--- src/rtl/ram_burst_reader_pkg.sv ---
// Shared types and constants for the RAM burst reader: sequencer states,
// Wishbone cycle-type / burst-type codes and the burst sizing helper.
package ram_burst_reader_pkg;

  typedef enum logic [1:0] {
    IDLE,
    WAIT_SPACE,
    BURST,
    FINISH
  } state_t;

  localparam logic [2:0] CTI_CLASSIC = 3'b000;
  localparam logic [2:0] CTI_INCR    = 3'b010;
  localparam logic [2:0] CTI_END     = 3'b111;

  localparam logic [1:0] BTE_LINEAR  = 2'b00;

  // Beats in the next burst: whatever is left of the job, capped at the burst limit.
  function automatic logic [15:0] burst_len(input logic [15:0] remaining,
                                            input logic [15:0] max_burst);
    return (remaining < max_burst) ? remaining : max_burst;
  endfunction

endpackage

--- src/rtl/ram_burst_reader_if.sv ---
// Wishbone B4 read-side bus between the burst reader (master) and the RAM (slave).
interface ram_burst_reader_if;

  logic [29:0] cfu_ram_adr;
  logic [31:0] cfu_ram_dat_mosi;
  logic [3:0]  cfu_ram_sel;
  logic        cfu_ram_cyc;
  logic        cfu_ram_stb;
  logic        cfu_ram_we;
  logic [2:0]  cfu_ram_cti;
  logic [1:0]  cfu_ram_bte;
  logic [31:0] cfu_ram_dat_miso;
  logic        cfu_ram_ack;
  logic        cfu_ram_err;

  modport master (
    output cfu_ram_adr, cfu_ram_dat_mosi, cfu_ram_sel, cfu_ram_cyc, cfu_ram_stb,
           cfu_ram_we, cfu_ram_cti, cfu_ram_bte,
    input  cfu_ram_dat_miso, cfu_ram_ack, cfu_ram_err
  );

  modport slave (
    input  cfu_ram_adr, cfu_ram_dat_mosi, cfu_ram_sel, cfu_ram_cyc, cfu_ram_stb,
           cfu_ram_we, cfu_ram_cti, cfu_ram_bte,
    output cfu_ram_dat_miso, cfu_ram_ack, cfu_ram_err
  );

endinterface

--- src/rtl/ram_burst_fifo.sv ---
// First-word-fall-through word FIFO that buffers burst data for the output stream.
// count reports occupancy so the reader can wait for room for a whole burst.
module ram_burst_fifo #(
  parameter int DEPTH = 8
) (
  input  logic                   clk,
  input  logic                   reset,
  input  logic                   push,
  input  logic [31:0]            push_data,
  input  logic                   pop,
  output logic [31:0]            pop_data,
  output logic                   full,
  output logic                   empty,
  output logic [$clog2(DEPTH):0] count
);

  localparam int CW = $clog2(DEPTH) + 1;
  localparam int AW = (DEPTH > 1) ? $clog2(DEPTH) : 1;

  logic [31:0]   mem [DEPTH];
  logic [AW-1:0] wr_ptr;
  logic [AW-1:0] rd_ptr;
  logic          do_push;
  logic          do_pop;

  assign empty    = (count == '0);
  assign full     = (count == CW'(DEPTH));
  assign do_push  = push && !full;
  assign do_pop   = pop && !empty;
  assign pop_data = mem[rd_ptr];

  // Storage write port.
  // NOTE: the array is not reset; empty/count already mark stale words invalid.
  always_ff @(posedge clk) begin
    if (do_push) mem[wr_ptr] <= push_data;
  end

  // Pointer and occupancy tracking; simultaneous push and pop leave count unchanged.
  // NOTE: non-blocking assignments so every register sees pre-edge values.
  always_ff @(posedge clk or negedge reset) begin
    if (!reset) begin
      wr_ptr <= '0;
      rd_ptr <= '0;
      count  <= '0;
    end else begin
      if (do_push) wr_ptr <= (wr_ptr == AW'(DEPTH - 1)) ? '0 : wr_ptr + AW'(1);
      if (do_pop)  rd_ptr <= (rd_ptr == AW'(DEPTH - 1)) ? '0 : rd_ptr + AW'(1);
      count <= count + CW'(do_push) - CW'(do_pop);
    end
  end

endmodule

--- src/rtl/ram_burst_reader.sv ---
// Reads word_count words from a Wishbone RAM starting at start_addr using
// incrementing bursts of up to MAX_BURST beats, and streams them out through
// a FIFO. A burst is only issued once the FIFO has room for all of its beats.
// Build option RAM_BURST_READER_ERR_ABORT_EN: when defined a bus error aborts
// the job with a sticky err; otherwise the errored beat yields a zero word and
// err pulses for one cycle.
module ram_burst_reader
  import ram_burst_reader_pkg::*;
#(
  parameter int FIFO_DEPTH = 8,
  parameter int MAX_BURST  = 4
) (
  input  logic               clk,
  input  logic               reset,
  input  logic               start,
  input  logic [29:0]        start_addr,
  input  logic [15:0]        word_count,
  output logic               busy,
  output logic               done,
  output logic               err,
  output logic               out_valid,
  input  logic               out_ready,
  output logic [31:0]        out_data,
  ram_burst_reader_if.master wb
);

`ifdef RAM_BURST_READER_ERR_ABORT_EN
  localparam bit ERR_ABORT = 1'b1;
`else
  localparam bit ERR_ABORT = 1'b0;
`endif

  localparam int CW = $clog2(FIFO_DEPTH) + 1;

  state_t        state;
  logic [29:0]   adr;
  logic [15:0]   remaining;
  logic [15:0]   beats;
  logic          cyc;
  logic          stb;
  logic [2:0]    cti;

  logic [CW-1:0] fifo_count;
  logic          fifo_full;
  logic          fifo_empty;
  logic          beat_taken;
  logic          bus_err;
  logic [31:0]   push_data;
  logic [15:0]   next_len;
  logic [15:0]   free_slots;

  assign wb.cfu_ram_adr      = adr;
  assign wb.cfu_ram_dat_mosi = '0;
  assign wb.cfu_ram_sel      = 4'b1111;
  assign wb.cfu_ram_cyc      = cyc;
  assign wb.cfu_ram_stb      = stb;
  assign wb.cfu_ram_we       = 1'b0;
  assign wb.cfu_ram_cti      = cti;
  assign wb.cfu_ram_bte      = BTE_LINEAR;

  assign next_len   = burst_len(remaining, 16'(MAX_BURST));
  assign free_slots = 16'(FIFO_DEPTH) - 16'(fifo_count);
  assign out_valid  = !fifo_empty;

  // Decide whether the current bus cycle completes a beat and what word it yields.
  // NOTE: every output gets a default first so no latch is inferred.
  always_comb begin
    beat_taken = 1'b0;
    push_data  = wb.cfu_ram_dat_miso;
    bus_err    = (state == BURST) && wb.cfu_ram_err;
    if (state == BURST) begin
      if (ERR_ABORT) begin
        beat_taken = wb.cfu_ram_ack && !wb.cfu_ram_err;
      end else begin
        beat_taken = wb.cfu_ram_ack || wb.cfu_ram_err;
        if (wb.cfu_ram_err) push_data = '0;
      end
    end
  end

  ram_burst_fifo #(
    .DEPTH (FIFO_DEPTH)
  ) u_fifo (
    .clk       (clk),
    .reset     (reset),
    .push      (beat_taken && !fifo_full),
    .push_data (push_data),
    .pop       (out_valid && out_ready),
    .pop_data  (out_data),
    .full      (fifo_full),
    .empty     (fifo_empty),
    .count     (fifo_count)
  );

  // Job sequencer: latches the job, paces bursts against FIFO room, drives the bus.
  always_ff @(posedge clk or negedge reset) begin
    if (!reset) begin
      state     <= IDLE;
      busy      <= 1'b0;
      done      <= 1'b0;
      err       <= 1'b0;
      cyc       <= 1'b0;
      stb       <= 1'b0;
      cti       <= CTI_CLASSIC;
      adr       <= '0;
      remaining <= '0;
      beats     <= '0;
    end else begin
      done <= 1'b0;
      if (!ERR_ABORT) err <= 1'b0;

      case (state)
        IDLE: begin
          if (start) begin
            adr       <= start_addr;
            remaining <= word_count;
            busy      <= 1'b1;
            err       <= 1'b0;
            state     <= (word_count == '0) ? FINISH : WAIT_SPACE;
          end
        end

        WAIT_SPACE: begin
          if (free_slots >= next_len) begin
            cyc   <= 1'b1;
            stb   <= 1'b1;
            cti   <= (next_len == 16'd1) ? CTI_END : CTI_INCR;
            beats <= next_len;
            state <= BURST;
          end
        end

        BURST: begin
          if (ERR_ABORT && bus_err) begin
            // Abandon the rest of the job; the errored beat delivers nothing.
            cyc   <= 1'b0;
            stb   <= 1'b0;
            cti   <= CTI_CLASSIC;
            err   <= 1'b1;
            state <= FINISH;
          end else begin
            if (bus_err) err <= 1'b1;
            if (beat_taken) begin
              adr       <= adr + 30'd1;
              remaining <= remaining - 16'd1;
              beats     <= beats - 16'd1;
              if (beats == 16'd1) begin
                cyc   <= 1'b0;
                stb   <= 1'b0;
                cti   <= CTI_CLASSIC;
                state <= (remaining == 16'd1) ? FINISH : WAIT_SPACE;
              end else if (beats == 16'd2) begin
                cti <= CTI_END;
              end
            end
          end
        end

        FINISH: begin
          busy  <= 1'b0;
          done  <= 1'b1;
          state <= IDLE;
        end

        default: state <= IDLE;
      endcase
    end
  end

endmodule

--- src/flat_wrapper.sv ---
// flat-port wrapper written by rule: the top's interface ports become plain ports
module ram_burst_reader_flat import ram_burst_reader_pkg::*;
#(
  parameter int FIFO_DEPTH = 8,
  parameter int MAX_BURST  = 4
)
  (clk, reset, start, start_addr, word_count, busy, done, err, out_valid, out_ready, out_data, wb_cfu_ram_adr, wb_cfu_ram_dat_mosi, wb_cfu_ram_sel, wb_cfu_ram_cyc, wb_cfu_ram_stb, wb_cfu_ram_we, wb_cfu_ram_cti, wb_cfu_ram_bte, wb_cfu_ram_dat_miso, wb_cfu_ram_ack, wb_cfu_ram_err);
  ram_burst_reader_if wb_i ();
  input  logic clk;
  input  logic reset;
  input  logic start;
  input  logic [29:0] start_addr;
  input  logic [15:0] word_count;
  output logic busy;
  output logic done;
  output logic err;
  output logic out_valid;
  input  logic out_ready;
  output logic [31:0] out_data;
  output wire logic [$bits(wb_i.cfu_ram_adr)-1:0] wb_cfu_ram_adr;
  output wire logic [$bits(wb_i.cfu_ram_dat_mosi)-1:0] wb_cfu_ram_dat_mosi;
  output wire logic [$bits(wb_i.cfu_ram_sel)-1:0] wb_cfu_ram_sel;
  output wire logic [$bits(wb_i.cfu_ram_cyc)-1:0] wb_cfu_ram_cyc;
  output wire logic [$bits(wb_i.cfu_ram_stb)-1:0] wb_cfu_ram_stb;
  output wire logic [$bits(wb_i.cfu_ram_we)-1:0] wb_cfu_ram_we;
  output wire logic [$bits(wb_i.cfu_ram_cti)-1:0] wb_cfu_ram_cti;
  output wire logic [$bits(wb_i.cfu_ram_bte)-1:0] wb_cfu_ram_bte;
  input wire logic [$bits(wb_i.cfu_ram_dat_miso)-1:0] wb_cfu_ram_dat_miso;
  input wire logic [$bits(wb_i.cfu_ram_ack)-1:0] wb_cfu_ram_ack;
  input wire logic [$bits(wb_i.cfu_ram_err)-1:0] wb_cfu_ram_err;
  assign wb_cfu_ram_adr = wb_i.cfu_ram_adr;
  assign wb_cfu_ram_dat_mosi = wb_i.cfu_ram_dat_mosi;
  assign wb_cfu_ram_sel = wb_i.cfu_ram_sel;
  assign wb_cfu_ram_cyc = wb_i.cfu_ram_cyc;
  assign wb_cfu_ram_stb = wb_i.cfu_ram_stb;
  assign wb_cfu_ram_we = wb_i.cfu_ram_we;
  assign wb_cfu_ram_cti = wb_i.cfu_ram_cti;
  assign wb_cfu_ram_bte = wb_i.cfu_ram_bte;
  assign wb_i.cfu_ram_dat_miso = wb_cfu_ram_dat_miso;
  assign wb_i.cfu_ram_ack = wb_cfu_ram_ack;
  assign wb_i.cfu_ram_err = wb_cfu_ram_err;
  ram_burst_reader #(.FIFO_DEPTH(FIFO_DEPTH), .MAX_BURST(MAX_BURST)) u_core (.clk(clk), .reset(reset), .start(start), .start_addr(start_addr), .word_count(word_count), .busy(busy), .done(done), .err(err), .out_valid(out_valid), .out_ready(out_ready), .out_data(out_data), .wb(wb_i));
endmodule
--- config.mk ---
export PLATFORM = sky130hd
export DESIGN_NAME = ram_burst_reader_flat
export DESIGN_NICKNAME = d
export VERILOG_FILES = /design/src/rtl/ram_burst_reader_pkg.sv /design/src/rtl/ram_burst_reader_if.sv /design/src/rtl/ram_burst_fifo.sv /design/src/rtl/ram_burst_reader.sv /design/src/flat_wrapper.sv
export SDC_FILE = /design/constraint.sdc
export NUM_CORES = 1
export LEC_CHECK = 0
export ABC_CLOCK_PERIOD_IN_PS = 12050
export CAP_MARGIN = 20
export CORE_MARGIN = 5
export CORE_UTILIZATION = 50
export CTS_BUF_LIST = sky130_fd_sc_hd__clkbuf_4 sky130_fd_sc_hd__clkbuf_8
export CTS_CLUSTER_DIAMETER = 100
export DETAILED_ROUTE_END_ITERATION = 8
export PLACE_DENSITY = 0.81
export SLEW_MARGIN = 20
export SYNTH_ARGS = -nofsm -noshare
export SYNTH_HDL_FRONTEND = slang
export SYNTH_SLANG_ARGS = --single-unit
--- constraint.sdc ---
create_clock -name clk -period 12.05 [get_ports clk]
set_input_delay 1.205 -clock clk [delete_from_list [all_inputs] [get_ports clk]]
set_output_delay 1.205 -clock clk [all_outputs]
set_load 0.005 [all_outputs]
==> reports/qor.yml, run 1 <==
status: "completed"
setup-tns-final_ns: 0
synthCells: 1056
grt_pass1_wl_um: 52800
max_slew_margin_pct: 33.1
root_buffer: "clkbuf_8"
slew_violations: 0
diodes: 0
cts_buffers: 53
cts_hold_buf: 0
r2r_end: "u_core.state[1]$_DFFE_PN0P_"
num_vias: 9596
pre_cts_ws_ns: 7.90
critPathSlowestCell: "buf_6"
hold_class: "primary input to async pin"
cts_resized: 0
routed_wl_um: 32900
irDropWorstVdd_uv: 122
grt_pass1_vias: 9896
clk_latency_ns: 0.58
clkSlewWorstSetupHoldPaths_ns: 0.06
reg2reg_from: "u_core.remaining[7]$_DFFE_PN0P_"
syn_area_per_cell_um2: 14.6
maxCapViolCount: 0
post_synth_num_cell_types: 69
final_util_pct: 60.3
rsz0062_at_grt: "no"
holdWs_ns: 0.502
die_h_um: 186
fp-row-count: 64
min_period_over_period_pct: 36.3
cts_htree_levels: 2
synth_ff_type: "edfxtp_1"
drt_pass1_iterations: 5
dp_hpwl_um: 20300
clk_path_buf_depth: 3
ys_seq_elements: 336
cts_setup_buffers: 0
crit_type: "register to output port"
start_util_pct: 50.5
drc: 0
finalWorstSetupSlack_ns: 7.68
io_buffers: 154
grt_overflow: 0
rr_worst_depth: 11
io_pins: 194
worst_setup_path_end_kind: "output port"
p_total_mw: 3.80
yosysTopAreaCell: "edfxtp_1"
cts_tree: "built"
rrSetupSlack_ns: 8.02
path_depth: 4
final_common_cell: "edfxtp_1"
cp_top_family: "buffers and inverters"
ys_async_sr_fraction_pct: 23.8
drtIter0Drc: 681
via_per_inst: 5.70
path_buf_inv: 2
powerDensity_nw_per_um2: 206
clock_skew_ns: 0.0314
grt.total_usage_pct: 19.3
grt_max_degree: 75
drive_gt1_share_pct: 17.8
cts_sinks: 336
max_freq_ghz: 0.229
critPathMaxFanout: 55
yosys-top-cells-area: "edfxtp_1 (50%), dfrtp_1 (13%), mux4_2 (9.3%)"
tightestPinTransition_ns: 1.00
syn_area_um2: 15400
max_stage_delay_ns: 0.60
final_cell_mix: "edfxtp_1 (256), clkdlybuf4s50_1 (153), dfrtp_1 (78)"
syn_to_final_growth_pct: 19.4
gp_congestion: 0.850
critPathLaunchType: "register"
die_w_um: 186
arrival_ns: 3.17
layout.nets: 1366
post-synth-top-area-fraction_pct: 49.9
fp.coreArea_um2: 30500
die_area_um2: 34400
synth-warning-count: 0
nFillCells: 2289
crit_chain: "buf_6 -> mux4_2 -> mux2_2 -> clkdlybuf4s50_1"
power.leakage_nw: 6.65
synth_edf_count: 256
ys_seq_area_share_pct: 62.8
hold_violations: 0
setup_viol: 0
worstPathRequired_ns: 10.85
routedWlPerCell_um: 19.5
fin_crit_ns: 4.37
ant_nets: 0
antenna_found_initial: 0
## report_power, final
group          internal, mW  switching (mW)
Combinational         0.664           0.576
Clock                 0.509           0.430
Sequential             1.50           0.117
Total                  2.67            1.12
## worst reg2reg max path, stage by stage, from the launching register on
cell	delay [ns]
dfrtp_1	0.43
or4_1	0.59
nor4_4	0.46
nand2_1	0.16
clkinv_1	0.09
ha_1	0.21
nand2b_1	0.13
a2111oi_0	0.50
nor4_2	0.13
nor3_2	0.74
a211oi_2	0.13
mux2_1	0.34
## cell families after synthesis
logic type      after synthesis  share of synthesized area (%)
flops                       336                           62.8
simple gates                277                           9.80
compound gates              162                           6.54
mux                         122                           13.4
buf+inv                     114                           3.93
fa+ha+maj                    39                           3.21
xor+xnor                      4                          0.227
other cells                   2                         0.0487
## metal layers
| layer | up-vias | global-route usage [%] | part of all wire [%] |
|---|---|---|---|
| met3 | 58 | 3.17 | 5.8 |
| met4 | 0 | 5.04 | 2.0 |
| met5 | - | 0 | 0 |
| li1 | 4408 | - | - |
| met1 | 4817 | 27.1 | 43 |
| met2 | 313 | 31.8 | 50 |
## layout make-up
cell class                 count  area [µm²]  area share, %
clock buffer                  75         907           4.93
inverter                      25        93.8          0.510
clock inverter                25         144          0.782
timing repair buffer         171        1710           9.29
tap                          396         495           2.69
sequential                   336        9690           52.7
multi-input combinational    656        5370           29.1
## registers in the layout, summed over array words and instances, names as in the netlist
register               flops
u_core.beats              16
u_core.busy                1
u_core.done                1
u_core.err                 1
u_core.remaining          16
u_core.state               2
u_core.u_fifo.count        4
u_core.u_fifo.mem        256
u_core.u_fifo.rd_ptr       3
u_core.u_fifo.wr_ptr       3
u_core.wb.cfu_ram_adr     30
u_core.wb.cfu_ram_cti      2
u_core.wb.cfu_ram_cyc      1
## cells in the mapped netlist (4+ instances only)
library cell,number
nand3_1,36
a31oi_1,4
nor2b_1,5
and3_1,5
a22oi_1,5
nor4_1,5
or3_1,9
o21ai_0,27
o21ai_1,14
mux4_2,64
edfxtp_1,256
ha_1,38
buf_4,42
dfrtp_1,80
a21oi_1,44
buf_1,7
inv_1,22
clkbuf_1,29
and4_1,5
mux2i_1,23
nor3_1,24
mux2_2,34
nand3b_1,4
o22ai_1,34
buf_2,10
and2_1,34
nand2_1,74
nand2b_1,8
or4_1,15
nand4_1,8
o211ai_1,5
nor2_1,32
## stage by stage
step	instance area (µm²)	cells
after floorplan	15600	1106
after global placement	17300	1582
after detailed placement	17400	1584
after CTS	18400	1684
after global routing	18400	1684
final	18400	1684
## worst max path at each step
stage                                   startpoint                                  to
3_3_place_gp                        wb_cfu_ram_err  u_core.u_fifo.mem[7][25]$_DFFE_PP_
6_report       u_core.u_fifo.rd_ptr[0]$_DFFE_PN0P_                         out_data[1]
2_1_floorplan                       wb_cfu_ram_err   u_core.u_fifo.mem[0][0]$_DFFE_PP_
5_1_grt        u_core.u_fifo.rd_ptr[0]$_DFFE_PN0P_                         out_data[2]
3_5_place_dp                        wb_cfu_ram_err  u_core.u_fifo.mem[3][24]$_DFFE_PP_
4_1_cts        u_core.u_fifo.rd_ptr[0]$_DFFE_PN0P_                        out_data[29]
Note: power is estimated with default switching activity, not from simulation.
==> run 2: changes to the inputs <==
--- a/config.mk
+++ b/config.mk
@@ -5,14 +5,14 @@
 export SDC_FILE = /design/constraint.sdc
 export NUM_CORES = 1
 export LEC_CHECK = 0
-export ABC_CLOCK_PERIOD_IN_PS = 12050
+export ABC_CLOCK_PERIOD_IN_PS = 3600
 export CAP_MARGIN = 20
 export CORE_MARGIN = 5
 export CORE_UTILIZATION = 50
 export CTS_BUF_LIST = sky130_fd_sc_hd__clkbuf_4 sky130_fd_sc_hd__clkbuf_8
 export CTS_CLUSTER_DIAMETER = 100
 export DETAILED_ROUTE_END_ITERATION = 8
-export PLACE_DENSITY = 0.81
+export PLACE_DENSITY = 0.84
 export SLEW_MARGIN = 20
 export SYNTH_ARGS = -nofsm -noshare
 export SYNTH_HDL_FRONTEND = slang
==> constraint.sdc (replaced) <==
create_clock -name clk -period 3.6 [get_ports clk]
set_input_delay 0.36 -clock clk [delete_from_list [all_inputs] [get_ports clk]]
set_output_delay 0.36 -clock clk [all_outputs]
set_load 0.005 [all_outputs]
==> run 2 against run 1 <==
Register-to-register slack lost 7.8 ns. Largest power group unchanged. Sequential power grew to 3.4 times the previous value. Total power grew to 3.4 times the previous value. Clock power grew to 3.3 times the previous value. Clock skew is 0.0071 ns lower. Clock-buffer cell count shrank 7. Die area unchanged. Combinational power grew to 3.5 times the previous value. Via count grew 1.6%.
==> reports/qor.yml, run 2 (synthesis gave the netlist of run 1 again) <==
hold_class: "primary input to register"
setup_viol: 0  # unchanged
critPathLaunchType: "register"
grt_pass1_wl_um: 54000  # +2.3%
die_h_um: 186  # unchanged
fin_crit_ns: 3.41
fp-row-count: 64  # unchanged
min_to: "u_core.wb.cfu_ram_adr[19]$_DFFE_PN0P_"
die_w_um: 186  # unchanged
root_buffer: "clkbuf_8"
io_pins: 194  # unchanged
p_total_mw: 12.9  # +240%
cts_buffers: 50  # -5.7%
ant_nets: 0  # unchanged
drive_gt1_share_pct: 18.7  # +0.91 points
syn_to_final_growth_pct: 20.6
drtIter0Drc: 846  # +24%
diodes: 0  # unchanged
antenna_found_initial: 0  # unchanged
clk_latency_ns: 0.57  # about the same
grt_max_degree: 71  # -5.3%
largest_reg_flops: 256  # unchanged
r2r_end: "u_core.state[1]$_DFFE_PN0P_"
rsz0062_at_grt: "no"
cts_setup_buffers: 0  # unchanged
irDropWorstVdd_uv: 316  # +160%
via_per_inst: 5.77  # +1.2%
powerDensity_nw_per_um2: 692  # +240%
final_cell_mix: "edfxtp_1 (256), clkdlybuf4s50_1 (153), dfrtp_1 (78)"
reg2reg_from: "u_core.remaining[7]$_DFFE_PN0P_"
fp.coreArea_um2: 30500  # unchanged
clk_path_buf_depth: 3  # unchanged
drc: 0  # unchanged
power.leakage_nw: 6.75  # +1.4%
crit_type: "register to register"
clkSlewWorstSetupHoldPaths_ns: 0.07  # about the same
cts_htree_levels: 2  # unchanged
startpoint: "u_core.remaining[7]$_DFFE_PN0P_"
grt.total_usage_pct: 19.8  # +0.47 points
routed_wl_um: 33800  # +2.8%
rr_worst_depth: 12  # +1
tightestPinTransition_ns: 0.787  # -0.216 ns
worst_setup_path_end_kind: "register"
dpl-instance-area_um2: 17600  # +1.2%
cts_sinks: 336  # unchanged
maxCapViolCount: 0  # unchanged
max_freq_ghz: 0.293
top_register: "u_core.u_fifo.mem"
design_area_um2: 18600  # +1.0%
arrival_ns: 3.86  # +0.69 ns
drt_pass1_iterations: 5  # unchanged
routedWlPerCell_um: 20.0  # +2.4%
dp_hpwl_um: 21800  # +7.3%
final_common_cell: "edfxtp_1"
start_util_pct: 50.5  # unchanged
hold_violations: 0  # unchanged
io_buffers: 154  # unchanged
clock_skew_ns: 0.0243  # -0.00709 ns
num_vias: 9752  # +1.6%
die_area_um2: 34400  # unchanged
cts_tree: "built"
whs_path_depth: 3
status: "completed"
critPathMaxFanout: 15  # -73%
worstHoldStart: "start_addr[19]"
min_period_over_period_pct: 94.7
grt_overflow: 0  # unchanged
worstPathRequired_ns: 4.05  # -6.80 ns
grt_pass1_vias: 10100  # +2.4%
rrSetupSlack_ns: 0.19  # -7.83 ns
slew_violations: 0  # unchanged
max_slew_margin_pct: 47.5  # +14 points
gp_congestion: 0.866  # +1.9%
layout.nets: 1381  # +1.1%
run 2: cell count changes in the layout (fill, tap and decap cells not counted), sizes merged:
| cell | delta |
|---|---|
| clkinv | -5 |
| clkbuf | -7 |
| dlygate4sd3 | +1 |
| bufinv | +1 |
| inv | +1 |
| buf | +17 |
| clkinvlp | -1 |
run 2: critical path, stage by stage (launching register included):
cell	delay, ns
dfrtp_1	0.43
or4_1	0.58
nor4_4	0.33
nand2_1	0.14
clkinv_1	0.08
ha_1	0.21
nand2b_1	0.15
a2111oi_2	0.40
nor4_2	0.12
nor3_2	0.24
buf_12	0.18
a211oi_2	0.06
mux2_1	0.36
run 2: worst max-delay path by stage:
| stage | to | depth (start not counted) | slack, ns |
|---|---|---|---|
| after floorplan | u_core.u_fifo.mem[2][0]$_DFFE_PP_ | 7 | -0.31 |
| after global placement | u_core.state[1]$_DFFE_PN0P_ | 12 | 0.19 |
| after detailed placement | u_core.state[1]$_DFFE_PN0P_ | 12 | 0.09 |
| after CTS | u_core.state[1]$_DFFE_PN0P_ | 12 | 0.05 |
| after global routing | u_core.state[1]$_DFFE_PN0P_ | 12 | 0.03 |
| final | u_core.state[1]$_DFFE_PN0P_ | 12 | 0.19 |
run 2: where the power goes:
part,internal (mW),switching (mW),total (mW)
Combinational,2.34,1.95,4.30
Clock,1.70,1.39,3.10
Sequential,5.02,0.450,5.47
Total,9.07,3.80,12.9
run 2: final cells by class:
| type | instances | area, µm² |
|---|---|---|
| fillers | 2215 | 11900 |
| inverters | 25 | 93.8 |
| clock buffers | 68 | 861 |
| multi-input cells | 656 | 5390 |
| repair buffers | 189 | 1900 |
| clock inverters | 21 | 159 |
| well taps | 396 | 495 |
| flip-flops and latches | 336 | 9690 |
run 2: timing repair:
item / CTS / global route
endpoints found under the setup margin: 0 / 12
resized for setup: 0 / 2
hold endpoints to repair: 58 / 0
hold buffers: 1 / 0
run 2: through the flow:
step	cells	util (%)	setup TNS (ns)	setup slack [ns]	hold slack [ns]
2_1_floorplan	1106	-	-30.23	-0.315	0.0644
3_3_place_gp	1601	57.6	0	0.192	0.486
3_5_place_dp	1601	57.6	0	0.0928	0.478
4_1_cts	1691	60.9	0	0.0486	0.357
5_1_grt	1691	60.9	0	0.0313	0.380
6_report	1691	60.9	0	0.191	0.383
run 2: per-layer routing:
metal  global-route usage, %  routed length, µm  up-vias
li1                        -                  -     4435
met3                    3.63               2110       53
met5                       0                  0        -
met2                    33.2              17000      364
met1                    26.9              13900     4900
met4                    5.42                724        0
==> run 3: changes to the inputs <==
--- a/config.mk
+++ b/config.mk
@@ -7,12 +7,15 @@
 export LEC_CHECK = 0
 export ABC_CLOCK_PERIOD_IN_PS = 3600
 export CAP_MARGIN = 20
+export CELL_PAD_IN_SITES_DETAIL_PLACEMENT = 1
+export CELL_PAD_IN_SITES_GLOBAL_PLACEMENT = 1
 export CORE_MARGIN = 5
-export CORE_UTILIZATION = 50
+export CORE_UTILIZATION = 43
 export CTS_BUF_LIST = sky130_fd_sc_hd__clkbuf_4 sky130_fd_sc_hd__clkbuf_8
 export CTS_CLUSTER_DIAMETER = 100
 export DETAILED_ROUTE_END_ITERATION = 8
-export PLACE_DENSITY = 0.84
+export PLACE_DENSITY = 0.86
+export REMOVE_ABC_BUFFERS = 1
 export SLEW_MARGIN = 20
 export SYNTH_ARGS = -nofsm -noshare
 export SYNTH_HDL_FRONTEND = slang
==> run 3 against run 2 <==
Wire length is 13% higher. Hold slack worse by 0.042 ns. Utilization is 8.2 points lower. Design area is 0.61% higher. First-iteration DRC count is 29% lower. Sequential share of layout area is 0.32 points lower. Largest power group unchanged. Total power is 1.9% higher.
==> reports/qor.yml, run 3 (synthesis gave the netlist of run 1 again) <==
crit_chain: "or4_1 -> nor4_4 -> nand2_1 -> clkinv_1 -> ha_1 -> nand2b_1 -> a2111oi_4 -> nor4_2 -> nor3_2 -> buf_12 -> a211oi_2 -> mux2_1"
io_buffers: 154  # unchanged
drive_gt1_share_pct: 18.6  # -0.058 points
rsz0062_at_grt: "no"
hold_class: "primary input to register"
gp_congestion: 0.790  # -8.8%
power.leakage_nw: 6.75  # about the same
dp_hpwl_um: 24800  # +14%
ant_nets: 0  # unchanged
cts_buffers: 54  # +8.0%
fin_cells: 1760  # +4.1%
arrival_ns: 3.88  # +0.02 ns
worst_setup_path_end_kind: "register"
routedWlPerCell_um: 21.7  # +8.5%
status: "completed"
syn_to_final_growth_pct: 21.4
diodes: 0  # unchanged
die_w_um: 199  # +7.4%
drtIter0Drc: 598  # -29%
max_stage_delay_ns: 0.59  # about the same
grt_max_degree: 71  # unchanged
start_util_pct: 43.5  # -7.1 points
cts_tree: "built"
grt_pass1_vias: 11000  # +8.1%
grt.total_usage_pct: 19.5  # -0.31 points
critPathMaxFanout: 15  # unchanged
root_buffer: "clkbuf_8"
fin_crit_ns: 3.39  # -0.0199 ns
irDropWorstVdd_uv: 380  # +20%
crit_type: "register to register"
cts_setup_buffers: 0  # unchanged
design_area_um2: 18700  # +0.61%
setup-tns-final_ns: 0  # unchanged
cts_htree_levels: 2  # unchanged
drt_pass1_iterations: 4  # -1
max_freq_ghz: 0.295  # +0.59%
min_period_over_period_pct: 94.1  # -0.55 points
antenna_found_initial: 0  # unchanged
critPathLaunchType: "register"
tightestPinTransition_ns: 0.893  # +0.105 ns
top_register: "u_core.u_fifo.mem"
clkSlewWorstSetupHoldPaths_ns: 0.07  # about the same
largest_reg_flops: 256  # unchanged
fp.coreArea_um2: 35500  # +16%
clk_path_buf_depth: 3  # unchanged
worstPathRequired_ns: 4.09  # +0.04 ns
dp_cells: 1661  # +3.7%
num_vias: 9744  # -0.082%
max_slew_margin_pct: 40.5  # -7.0 points
grt_overflow: 0  # unchanged
dpl-instance-area_um2: 17600  # +0.24%
final_cell_mix: "edfxtp_1 (256), clkdlybuf4s50_1 (153), dfrtp_1 (78)"
clock_skew_ns: 0.0324  # +0.00811 ns
maxCapViolCount: 0  # unchanged
layout.nets: 1380  # -0.072%
io_pins: 194  # unchanged
setup_viol: 0  # unchanged
die_h_um: 199  # +7.4%
hold_violations: 0  # unchanged
slew_violations: 0  # unchanged
routed_wl_um: 38200  # +13%
final_util_pct: 52.7  # -8.2 points
cts_sinks: 336  # unchanged
powerDensity_nw_per_um2: 701  # +1.3%
critPathSlowestCell: "or4_1"
cp_top_family: "simple AND/OR/NAND/NOR gates"
fp-row-count: 69  # +7.8%
final_common_cell: "edfxtp_1"
die_area_um2: 39700  # +15%
clk_latency_ns: 0.61  # +0.04 ns
grt_pass1_wl_um: 61200  # +13%
via_per_inst: 5.54  # -4.0%
drc: 0  # unchanged
path_buf_inv: 2  # unchanged
## run 3: cell count changes in the layout (fill, tap and decap cells not counted), sizes merged
cell,change
bufinv,-1
inv,-3
clkbuf,+5
buf,-5
clkinv,+7
clkinvlp,+1
## run 3: power breakdown
part	switching [mW]	total, mW	leakage, nW	internal, mW
logic	2.08	4.43	2.83	2.35
clock network	1.50	3.23	0.566	1.73
registers	0.428	5.45	3.35	5.02
total	4.01	13.1	6.75	9.10
## run 3: path summary, 6_finish.rpt
check,start,endpoint,slack [ns],depth (start not counted)
max,u_core.remaining[13]$_DFFE_PN0P_,u_core.state[1]$_DFFE_PN0P_,0.21,12
min,start_addr[5],u_core.wb.cfu_ram_adr[5]$_DFFE_PN0P_,0.34,3
max reg2reg,u_core.remaining[13]$_DFFE_PN0P_,u_core.state[1]$_DFFE_PN0P_,0.21,12
min reg2reg,u_core.wb.cfu_ram_cti[1]$_DFFE_PN0P_,u_core.wb.cfu_ram_cti[1]$_DFFE_PN0P_,0.53,1
max in group asynchronous,reset,u_core.wb.cfu_ram_adr[21]$_DFFE_PN0P_,2.39,3
min in group asynchronous,reset,u_core.state[1]$_DFFE_PN0P_,0.39,2
## run 3: layout make-up
class	count	area, µm²
clock inverter	25	169
sequential	336	9690
clock buffer	73	911
timing repair buffer	184	1880
multi-input combinational	656	5390
tap	461	577
inverter	25	93.8
fill	3509	16800
## run 3: through the flow
stage / power (mW) / worst slack, ns / hold WS [ns]
floorplan: 8.02 / -4.52 / 0.0644
global route: 13.9 / 0.0383 / 0.339
CTS: 13.3 / 0.0661 / 0.293
finish: 13.1 / 0.211 / 0.341
global placement: 9.72 / 0.220 / 0.520
detailed placement: 10.0 / -0.0194 / 0.516
## run 3: timing repair
| action | CTS | global route |
|---|---|---|
| hold buffers | 1 | 0 |
| gates resized for setup | 1 | 2 |
| hold endpoints to repair | 64 | 0 |
| pin swaps | 0 | 0 |
| setup endpoints to repair | 1 | 13 |
## run 3: metal layers
layer	track usage, %	share of wire (%)	vias up
li1	-	-	4427
met1	24.9	41	5020
met2	34.4	52	243
met3	3.95	5.2	54
met4	4.48	1.6	0
met5	0	0	-
## run 3: worst reg2reg max path: cells and delay by family, from the launching register on
kind	cells	cell delay [ns]
fa+ha+maj	1	0.22
mux	1	0.36
simple gates	6	1.57
flops	1	0.42
buf+inv	2	0.27
compound gates	2	0.44
